`src/rtl/mon_ram_arb.sv`:
```
// Write-side arbiter for the shared monitor RAM: round-robin between two write
// requesters, stalls on read-port ownership, supports freeze and keeps statistics.
module mon_ram_arb #(
  parameter int AW = 11,
  parameter int DW = 18,
  parameter int CW = 16
) (
  input  logic          clk,
  input  logic          rst,
  input  logic          wrreq0,
  output logic          wrack0,
  input  logic [AW-1:0] waddr0,
  input  logic [DW-1:0] wdata0,
  input  logic          wrreq1,
  output logic          wrack1,
  input  logic [AW-1:0] waddr1,
  input  logic [DW-1:0] wdata1,
  input  logic          ram_busy,
  output logic          ram_we,
  output logic [AW-1:0] ram_addr,
  output logic [DW-1:0] ram_wdata,
  input  logic          freeze,
  input  logic          stat_clr,
  output logic [CW-1:0] cnt0,
  output logic [CW-1:0] cnt1,
  output logic [CW-1:0] drop_cnt,
  output logic          dbg_state
);

  // Handshake: a requester raises wrreqN with stable waddrN/wdataN and holds it
  // until it sees wrackN high for one cycle; it drops wrreqN by the edge that
  // ends that ack cycle. Address/data are captured on the grant edge only.

  typedef enum logic {
    IDLE = 1'b0,
    GNT  = 1'b1
  } state_e;

  state_e        state_q, state_d;
  logic          last_q;
  logic          gnt_id_q;
  logic [AW-1:0] gnt_addr_q;
  logic [DW-1:0] gnt_data_q;
  logic          grant;
  logic          pick1;
  logic          commit;

  function automatic logic [CW-1:0] sat_inc(input logic [CW-1:0] v);
    return (v == {CW{1'b1}}) ? v : v + CW'(1);
  endfunction

  always_comb begin
    state_d = state_q;
    grant   = 1'b0;
    pick1   = 1'b0;
    commit  = 1'b0;
    wrack0  = 1'b0;
    wrack1  = 1'b0;
    ram_we  = 1'b0;
    case (state_q)
      IDLE: begin
        if (wrreq0 || wrreq1) begin
          grant   = 1'b1;
          // On a tie the port that was not served last wins.
          pick1   = wrreq1 && (!wrreq0 || !last_q);
          state_d = GNT;
        end
      end
      GNT: begin
        if (!ram_busy) begin
          commit  = 1'b1;
          wrack0  = !gnt_id_q;
          wrack1  = gnt_id_q;
          ram_we  = !freeze;
          state_d = IDLE;
        end
      end
      default: state_d = IDLE;
    endcase
  end

  always_ff @(posedge clk or posedge rst) begin
    if (rst) begin
      state_q    <= IDLE;
      last_q     <= 1'b1;
      gnt_id_q   <= 1'b0;
      gnt_addr_q <= '0;
      gnt_data_q <= '0;
    end else begin
      state_q <= state_d;
      if (grant) begin
        gnt_id_q   <= pick1;
        gnt_addr_q <= pick1 ? waddr1 : waddr0;
        gnt_data_q <= pick1 ? wdata1 : wdata0;
      end
      if (commit) last_q <= gnt_id_q;
    end
  end

  // Clear wins over a same-cycle increment; counters saturate.
  always_ff @(posedge clk or posedge rst) begin
    if (rst) begin
      cnt0     <= '0;
      cnt1     <= '0;
      drop_cnt <= '0;
    end else if (stat_clr) begin
      cnt0     <= '0;
      cnt1     <= '0;
      drop_cnt <= '0;
    end else if (commit) begin
      if (freeze)         drop_cnt <= sat_inc(drop_cnt);
      else if (!gnt_id_q) cnt0     <= sat_inc(cnt0);
      else                cnt1     <= sat_inc(cnt1);
    end
  end

  assign ram_addr  = gnt_addr_q;
  assign ram_wdata = gnt_data_q;
  assign dbg_state = state_q;

endmodule

```
`config.mk`:
```
export PLATFORM = sky130hd
export DESIGN_NAME = mon_ram_arb
export DESIGN_NICKNAME = d
export VERILOG_FILES = /design/src/rtl/mon_ram_arb.sv
export SDC_FILE = /design/constraint.sdc
export NUM_CORES = 1
export LEC_CHECK = 0
export ABC_CLOCK_PERIOD_IN_PS = 6900
export CAP_MARGIN = 20
export CORE_MARGIN = 5
export CORE_UTILIZATION = 49
export CTS_BUF_LIST = sky130_fd_sc_hd__clkbuf_8 sky130_fd_sc_hd__clkbuf_16
export CTS_CLUSTER_DIAMETER = 120
export DETAILED_ROUTE_END_ITERATION = 6
export PLACE_DENSITY_LB_ADDON = 0.2
export SETUP_SLACK_MARGIN = 0.5
export SLEW_MARGIN = 20
export SYNTH_ARGS = -nofsm -noshare
export SYNTH_HDL_FRONTEND = slang
export SYNTH_SLANG_ARGS = --single-unit
```
`constraint.sdc`:
```
create_clock -name clk -period 6.9 [get_ports clk]
set_clock_uncertainty 0.1 [all_clocks]
set_input_delay 1.035 -clock clk [delete_from_list [all_inputs] [get_ports clk]]
set_output_delay 1.035 -clock clk [all_outputs]
set_load 0.1 [all_outputs]
```
==> metrics.cfg, run 1 <==
[run_status]
status = complete, no violations

[synth]
yosysTopAreaCell = dfrtp_1
async_reset_ff_share_pct = 100.0
synth_xor_xnor_area_share_pct = 0
synth_mux_area_share_pct = 2.663
avgSynthCellArea_um2 = 9.290
ys_ff_latch = 80
syn-cell-area_um2 = 4088
synth_top_cell_area_share_pct = 48.36
synth_top_family_by_area = simple AND/OR/NAND/NOR gates
synthTopCellsByArea = dfrtp_1 (48%), o21ai_0 (5.5%), a21oi_1 (4.5%)
yosysSeqAreaShare_pct = 49.01
ys_warn_count = 0
yosys.area_share.simple_pct = 24.67
synth_compound_area_share_pct = 19.93
synth_adder_area_share_pct = 0.9183
syn_nets = 508
synth_most_common_cell = dfrtp_1
synth.distinct_cells = 45
synth_edf_count = 0
netlist_instances = 440
ys.flop_type = dfrtp_1
synth_top_cells_by_count = dfrtp_1 (79), o21ai_0 (45), nand2_1 (44), a21oi_1 (37), o22ai_1 (29)

[cells_and_area]
insertedDiodeCount = 0
drive_above_1_share_pct = 4.803
syn2layout_area_growth_pct = 43.56
final_nets = 646

[floorplanning]
start_util_pct = 50.00
chipWidth_um = 101.3
dieArea_um2 = 10270
fp.coreArea_um2 = 8175
io_pins = 146
rows = 33
die-height_um = 101.3

[sta]
tightestPinTransition_ps = 1047
setup_viol = 0
hold_viol = 0
rsz0062_at_grt = false
slew_headroom_pct = 29.97
fin_crit_sh_pct = 62.69
slew_violations = 0
whs_ps = 382.0
fmax_mhz = 231.2
layout_min_cycle_time_ps = 4325
fin_tns_setup_ps = 0

[placed_design]
hpwl_um = 8263
port_buffers = 145
place_congestion = 0.7993

[clock_network]
cts_root_buf = clkbuf_8
clkSinkCount = 80
cts_resized = 0
post_cts_buffers = 0
clock_latency_ps = 350
cts_buffer_depth = 2
cts_buffers = 9
hold_buffers = 0
htree_levels = 3
clkTransAtPathRegs_ps = 80
cts_tree = done

[global_route]
track_usage_pct = 22.75
grt_overflow = 0
grt_max_degree = 81
grt_pass1_wl_um = 18960
grt_pass1_vias = 3968
grt_antenna_before_repair = 0

[power_and_ir_drop]
p_switching_uw = 949.3
clkPwrFrac_pct = 19.6
seq_power_share_pct = 31.4
p_comb_share_pct = 49.1
ir_worst_vdd_mv = 0.2941
p_per_area_nw_per_um2 = 328.3
cellLeakagePower_uw = 0.002266
power.internal_uw = 977.0
p_sw_share_pct = 49.28

[critical_path]
arrival_ps = 3190
start_kind = input pin
required_ps = 5760
crit_path_end_kind = output port
cp_max_fo = 8
criticalPathCategory = input pin to output port

[job]
maxCapViolations = 0

[hold_path]
holdCritPathClass = register to register

[drt]
routedWlPerCell_um = 16.57
vias = 4073
drt_iter0_drc = 183
ant_nets = 0
firstDrtPassIters = 4
drc = 0
wl_um = 11400
avgViaCountPerCell = 5.920

==> logic make-up (layout without fill, tap and decap cells) <==
| logic type | after synthesis | count (layout) |
|---|---|---|
| AO/OA/AOI/OAI | 141 | 141 |
| adder cells (fa/ha/maj) | 3 | 3 |
| buffers and inverters | 30 | 173 |
| flip-flops | 80 | 80 |
| multiplexers | 10 | 10 |
| AND/OR/NAND/NOR | 176 | 176 |
==> state kept, by name, indices dropped and copies added, names as in the netlist <==
name	count
cnt0	16
cnt1	16
dbg_state	1
drop_cnt	16
gnt_id_q	1
last_q	1
ram_addr	11
ram_wdata	18
==> worst max-delay path, stage by stage <==
cell and delay [ps]:
clkdlybuf4s50_1 550, nand2b_1 270, nor2_1 170, clkdlybuf4s50_1 1160
==> area by class of cell <==
| type | count | area [um2] |
|---|---|---|
| Clock buffer | 10 | 137.6 |
| Clock inverter | 6 | 76.32 |
| Fill cell | 650 | 2307 |
| Inverter | 8 | 31.28 |
| Multi-Input combinational cell | 330 | 1988 |
| Sequential cell | 80 | 2003 |
| Tap cell | 105 | 131.4 |
| Timing Repair Buffer | 149 | 1500 |
==> routing by layer <==
| layer | GRT usage (%) | vias up | wire length [um] |
|---|---|---|---|
| met2 | 40.24 | 129 | 5855 |
| met3 | 6.129 | 14 | 814 |
| met1 | 26.76 | 1980 | 4578 |
| met5 | 0 | - | 0 |
| li1 | - | 1950 | - |
| met4 | 7.464 | 0 | 154 |
==> path summary, 6_finish.rpt <==
path                              startpoint           end  slack [ps]  cells after the start
min in group asynchronous                rst       cnt0[6]        1090                      3
max in group asynchronous                rst   ram_addr[8]        5080                      3
worst max register to register   drop_cnt[0]  drop_cnt[15]        4570                      5
worst min register to register  ram_wdata[2]  ram_wdata[2]         380                      2
worst min-delay path            ram_wdata[2]  ram_wdata[2]         380                      2
worst max-delay path                ram_busy        wrack1        2570                      4
==> metrics by stage <==
stage,utilization [%],std cells,setup WS [ps],cell area (um2),power (uW)
after floorplan,-,440,3188,4088,1300
after global placement,68.72,671,2612,5618,1542
after detailed placement,68.72,671,2592,5618,1550
after CTS,71.33,687,2572,5832,1931
after global routing,71.78,688,2399,5868,2006
final,71.78,688,2575,5868,1926
==> placed cells by master, fill, tap and decap left out, drive strengths merged, types with 4 or more instances in the layout <==
cell type / synthesis / final
clkdlybuf4s50: 0 / 144
dfrtp: 79 / 79
o21ai: 49 / 49
nand2: 44 / 44
a21oi: 37 / 37
o22ai: 29 / 29
or3: 20 / 20
nand4: 18 / 18
nor2: 17 / 17
o31ai: 15 / 15
nand3: 13 / 13
or4: 13 / 13
inv: 8 / 10
clkbuf: 19 / 10
nor2b: 8 / 8
nor4: 8 / 8
nor3: 7 / 7
mux2: 7 / 7
and3: 5 / 5
nand2b: 5 / 5
buf: 3 / 5
and4: 4 / 4
==> power groups by stage <==
stage / combinational (uW) / clock (uW) / sequential (uW)
after floorplan: 154 / 0 / 1150
after global placement: 935 / 0 / 608
after detailed placement: 939 / 0 / 611
after CTS: 942 / 386 / 603
after global routing: 986 / 403 / 617
final: 945 / 377 / 604
(Power assumes the default switching activity.)
==> inputs of run 2 (changes only) <==
--- a/config.mk
+++ b/config.mk
@@ -5,10 +5,10 @@
 export SDC_FILE = /design/constraint.sdc
 export NUM_CORES = 1
 export LEC_CHECK = 0
-export ABC_CLOCK_PERIOD_IN_PS = 6900
+export ABC_CLOCK_PERIOD_IN_PS = 4100
 export CAP_MARGIN = 20
 export CORE_MARGIN = 5
-export CORE_UTILIZATION = 49
+export CORE_UTILIZATION = 45
 export CTS_BUF_LIST = sky130_fd_sc_hd__clkbuf_8 sky130_fd_sc_hd__clkbuf_16
 export CTS_CLUSTER_DIAMETER = 120
 export DETAILED_ROUTE_END_ITERATION = 6
==> constraint.sdc (replaced) <==
create_clock -name clk -period 4.1 [get_ports clk]
set_clock_uncertainty 0.1 [all_clocks]
set_input_delay 0.615 -clock clk [delete_from_list [all_inputs] [get_ports clk]]
set_output_delay 0.615 -clock clk [all_outputs]
set_load 0.1 [all_outputs]
==> run 2 against run 1 <==
  * Sequential cell count did not move
  * Register-to-register slack got worse by 2800 ps
  * Combinational power rose by 69%
  * Critical path depth fell by 3
  * Via count rose by 0.88%
  * Setup slack got worse by 1200 ps
  * Final area barely moved
  * Power rose by 67%
  * Largest power group unchanged
==> metrics.cfg, run 2 (synthesis gave the netlist of run 1 again) <==
[floorplanning]
io_pins = 146
start_util_pct = 46.42
die-height_um = 105.3
fp.coreArea_um2 = 8806
dieArea_um2 = 11090
rows = 34
chipWidth_um = 105.3

[clock_network]
clock_latency_ps = 350
htree_levels = 3
clkSinkCount = 80
cts_tree = done
cts_buffers = 9
cts_buffer_depth = 2
cts_resized = 0
cts_root_buf = clkbuf_8
clkTransAtPathRegs_ps = 90
hold_buffers = 0
post_cts_buffers = 0

[power_and_ir_drop]
p_per_area_nw_per_um2 = 548.9
ir_worst_vdd_mv = 0.4454
cellLeakagePower_uw = 0.002272

[drt]
ant_nets = 0
wl_um = 11860
vias = 4109
firstDrtPassIters = 5
routedWlPerCell_um = 17.11
drc = 0
avgViaCountPerCell = 5.929
drt_iter0_drc = 175

[global_route]
grt_max_degree = 61
grt_pass1_vias = 4070
grt_pass1_wl_um = 19550
grt_overflow = 0
track_usage_pct = 21.39
grt_antenna_before_repair = 0

[critical_path]
start_kind = register
arrival_ps = 2060
crit_slowest_cell = clkdlybuf4s50_1
required_ps = 3380
cp_max_fo = 9
crit_path_end_kind = output port
critPathMaxStageDelay_ps = 1190
path_cells = clkdlybuf4s50_1
criticalPathCategory = register to output port
worst-path-buf-inv = 1
path_delay_family = buffers and inverters

[sta]
fin_crit_sh_pct = 67.66
rsz0062_at_grt = false
setup_viol = 0
slew_violations = 0
slew_headroom_pct = 31.69
fmax_mhz = 360.5
layout_min_cycle_time_ps = 2774
fin_tns_setup_ps = 0
tightestPinTransition_ps = 1021
hold_viol = 0
timing.final.ws_setup_ps = 1326

[placed_design]
pre_cts_ws_ps = 1133
port_buffers = 145
place_congestion = 0.8314
hpwl_um = 8625

[job]
maxCapViolations = 0

[cells_and_area]
insertedDiodeCount = 0
syn2layout_area_growth_pct = 43.59
final_nets = 649
mostFrequentLayoutCell = clkdlybuf4s50_1
final_cell_mix = clkdlybuf4s50_1 (141), dfrtp_1 (79), o21ai_0 (45)
largest_reg_flops = 18
drive_above_1_share_pct = 6.154

[hold_path]
holdCritPathClass = register to register

[run_status]
status = complete, no violations

-- run 2: worst paths after layout --
path | slack [ps] | to | depth (start not counted) | start
worst max-delay path | 1330 | drop_cnt[10] | 1 | drop_cnt[10]
worst min-delay path | 390 | ram_addr[0] | 2 | ram_addr[0]
worst max register to register | 1780 | drop_cnt[15] | 5 | drop_cnt[0]
worst min register to register | 390 | ram_addr[0] | 2 | ram_addr[0]
max in group asynchronous | 2530 | drop_cnt[0] | 3 | rst
min in group asynchronous | 570 | ram_wdata[2] | 2 | rst
-- run 2: final cells by class --
type / instances / area (um2)
Multi-Input combinational cell: 330 / 1983
Tap cell: 108 / 135.1
Clock buffer: 12 / 165.2
Sequential cell: 80 / 2003
Inverter: 8 / 31.28
Fill cell: 719 / 2937
Clock inverter: 3 / 40.04
Timing Repair Buffer: 152 / 1511
-- run 2: per-layer routing --
layer / global-route usage, % / wire length, um / vias to the layer above
met4: 6.467 / 163 / 0
li1: - / - / 1957
met3: 6.540 / 1010 / 16
met5: 0 / 0 / -
met1: 27.08 / 4847 / 1976
met2: 35.29 / 5833 / 160
-- run 2: stage by stage --
step	util, %	power, uW	hold WS (ps)	std cells	instance area (um2)
final	66.65	3222	388.6	693	5869
after global routing	66.65	3357	418.1	693	5869
after CTS	66.34	3231	391.9	692	5842
after detailed placement	64.01	2620	373.6	677	5637
after global placement	64.01	2602	360.9	677	5637
after floorplan	-	2188	393.9	440	4088
-- run 2: power breakdown --
group | internal [uW] | switching, uW | total, uW
sequential | 925 | 88.7 | 1010
combinational | 370 | 1230 | 1600
clock | 326 | 278 | 605
==> inputs of run 3 (changes only) <==
--- a/config.mk
+++ b/config.mk
@@ -5,10 +5,10 @@
 export SDC_FILE = /design/constraint.sdc
 export NUM_CORES = 1
 export LEC_CHECK = 0
-export ABC_CLOCK_PERIOD_IN_PS = 4100
+export ABC_CLOCK_PERIOD_IN_PS = 2520
 export CAP_MARGIN = 20
 export CORE_MARGIN = 5
-export CORE_UTILIZATION = 45
+export CORE_UTILIZATION = 41
 export CTS_BUF_LIST = sky130_fd_sc_hd__clkbuf_8 sky130_fd_sc_hd__clkbuf_16
 export CTS_CLUSTER_DIAMETER = 120
 export DETAILED_ROUTE_END_ITERATION = 6
==> constraint.sdc (replaced) <==
create_clock -name clk -period 2.52 [get_ports clk]
set_clock_uncertainty 0.1 [all_clocks]
set_input_delay 0.378 -clock clk [delete_from_list [all_inputs] [get_ports clk]]
set_output_delay 0.378 -clock clk [all_outputs]
set_load 0.1 [all_outputs]
==> run 3 against run 2 <==
  * Register-to-register slack got worse by 1200 ps
  * Sequential share of layout area increased by 0.74 points
  * Core utilization decreased by 3.5 points
  * Sequential cell count unchanged
==> metrics.cfg, run 3 (synthesis gave the netlist of run 1 again) <==
[run_status]
status = complete, no violations

[critical_path]
worst-path-buf-inv = 1
crit_slowest_cell = dfrtp_4
rr_worst_depth = 6
crit_path_end_kind = register
cp_max_fo = 14
start_kind = register
path_cells = ha_4, nand3_1, nor4_2, buf_4, or4_1, a21oi_1
worst-path-stages = 6
critPathMaxStageDelay_ps = 520
required_ps = 2690
path_delay_family = simple AND/OR/NAND/NOR gates
criticalPathCategory = register to register
arrival_ps = 2120

[sta]
rsz0062_at_grt = true
fin_crit_sh_pct = 77.43
tightestPinTransition_ps = 682.2
hold_viol = 0
slew_headroom_pct = 54.52
fin_tns_setup_ps = 0
layout_min_cycle_time_ps = 1951
slew_violations = 0
setup_viol = 0
fmax_mhz = 512.5

[power_and_ir_drop]
clkPwrFrac_pct = 21.9
seq_power_share_pct = 30.6
power.internal_uw = 2780
p_switching_uw = 2650
ir_worst_vdd_mv = 0.9222
p_comb_share_pct = 47.5
power_uw = 5430
p_sw_share_pct = 48.80
p_per_area_nw_per_um2 = 883.5
cellLeakagePower_uw = 0.002426

[floorplanning]
start_util_pct = 42.01
die-height_um = 109.9
chipWidth_um = 109.9
dieArea_um2 = 12070
fp.coreArea_um2 = 9729
io_pins = 146
rows = 36

[global_route]
track_usage_pct = 20.23
grt_pass1_vias = 4170
grt_pass1_wl_um = 19530
grt_antenna_before_repair = 0
grt_overflow = 0
grt_max_degree = 70

[drt]
avgViaCountPerCell = 5.527
firstDrtPassIters = 5
routedWlPerCell_um = 16.09
ant_nets = 0
wl_um = 11800
drt_iter0_drc = 223
vias = 4051
drc = 0

[clock_network]
cts_buffer_depth = 2
clkTransAtPathRegs_ps = 90
cts_tree = done
cts_root_buf = clkbuf_8
cts_buffers = 9
clkSinkCount = 80
clock_latency_ps = 350
htree_levels = 3

[cells_and_area]
regArea_um2 = 2143
largest_reg_flops = 18
drive_above_1_share_pct = 31.83
final_cell_mix = buf_4 (96), clkdlybuf4s50_1 (61), o21ai_0 (45)
final_nets = 663
stdcell_area_um2 = 6146
syn2layout_area_growth_pct = 50.35
fill_cells = 859
mostFrequentLayoutCell = buf_4
multiInputGateArea_um2 = 2076
insertedDiodeCount = 0

[placed_design]
hpwl_um = 8757
placed_area_um2 = 5862
port_buffers = 145
place_congestion = 0.8444

[job]
maxCapViolations = 0

[hold_path]
holdCritPathClass = input pin to async pin

run 3: cell types whose count changed in the layout (fill, tap and decap cells not counted), sizes merged, moves of 2 or more:
cell,change
buf,+92
clkdlybuf4s50,-80
bufinv,+2
clkbuf,-2
clkinv,-2
clkinvlp,+2
dlygate4sd2,+2
run 3: cell type report:
| cell class | count | area share, % |
|---|---|---|
| Clock inverter | 6 | 1.873 |
| Timing Repair Buffer | 166 | 23.98 |
| Clock buffer | 10 | 2.239 |
| Sequential cell | 80 | 34.87 |
| Multi-Input combinational cell | 330 | 33.77 |
| Inverter | 8 | 0.5497 |
| Tap cell | 133 | 2.708 |
run 3: through the flow:
step	cells	setup WS, ps	util, %	hold WS [ps]
floorplan	440	431.7	-	393.9
global placement	714	29.41	60.25	362.8
detailed placement	714	21.45	60.25	371.7
CTS	731	544.3	62.94	234.5
global route	733	475.0	63.17	235.7
finish	733	568.9	63.17	238.5
run 3: worst paths after layout:
check	start	to	slack (ps)
max	cnt0[0]	cnt0[6]	570
min	rst	cnt1[15]	240
max reg2reg	cnt0[0]	cnt0[6]	570
min reg2reg	ram_addr[8]	ram_addr[8]	390
max in group asynchronous	rst	cnt0[0]	1390
min in group clk	ram_addr[8]	ram_addr[8]	390
run 3: what timing repair did:
item                       CTS  global route
buffers inserted             1             2
hold buffers                 0             0
setup endpoints to repair   19             4
pin swaps                    0             2
resized for setup            4             2
run 3: metal layers:
layer / up-vias / global-route usage [%] / wire [um]
met5: - / 0 / 0
met4: 0 / 6.411 / 136
met3: 13 / 7.164 / 951
met2: 120 / 34.71 / 5862
met1: 1935 / 23.54 / 4845
li1: 1983 / - / -
run 3: power by group through the flow:
stage | combinational, uW | clock [uW] | sequential [uW]
3_3_place_gp | 2570 | 0 | 1680
5_1_grt | 2690 | 1270 | 1700
3_5_place_dp | 2590 | 0 | 1700
4_1_cts | 2600 | 1210 | 1670
2_1_floorplan | 435 | 0 | 3150
6_report | 2580 | 1190 | 1660
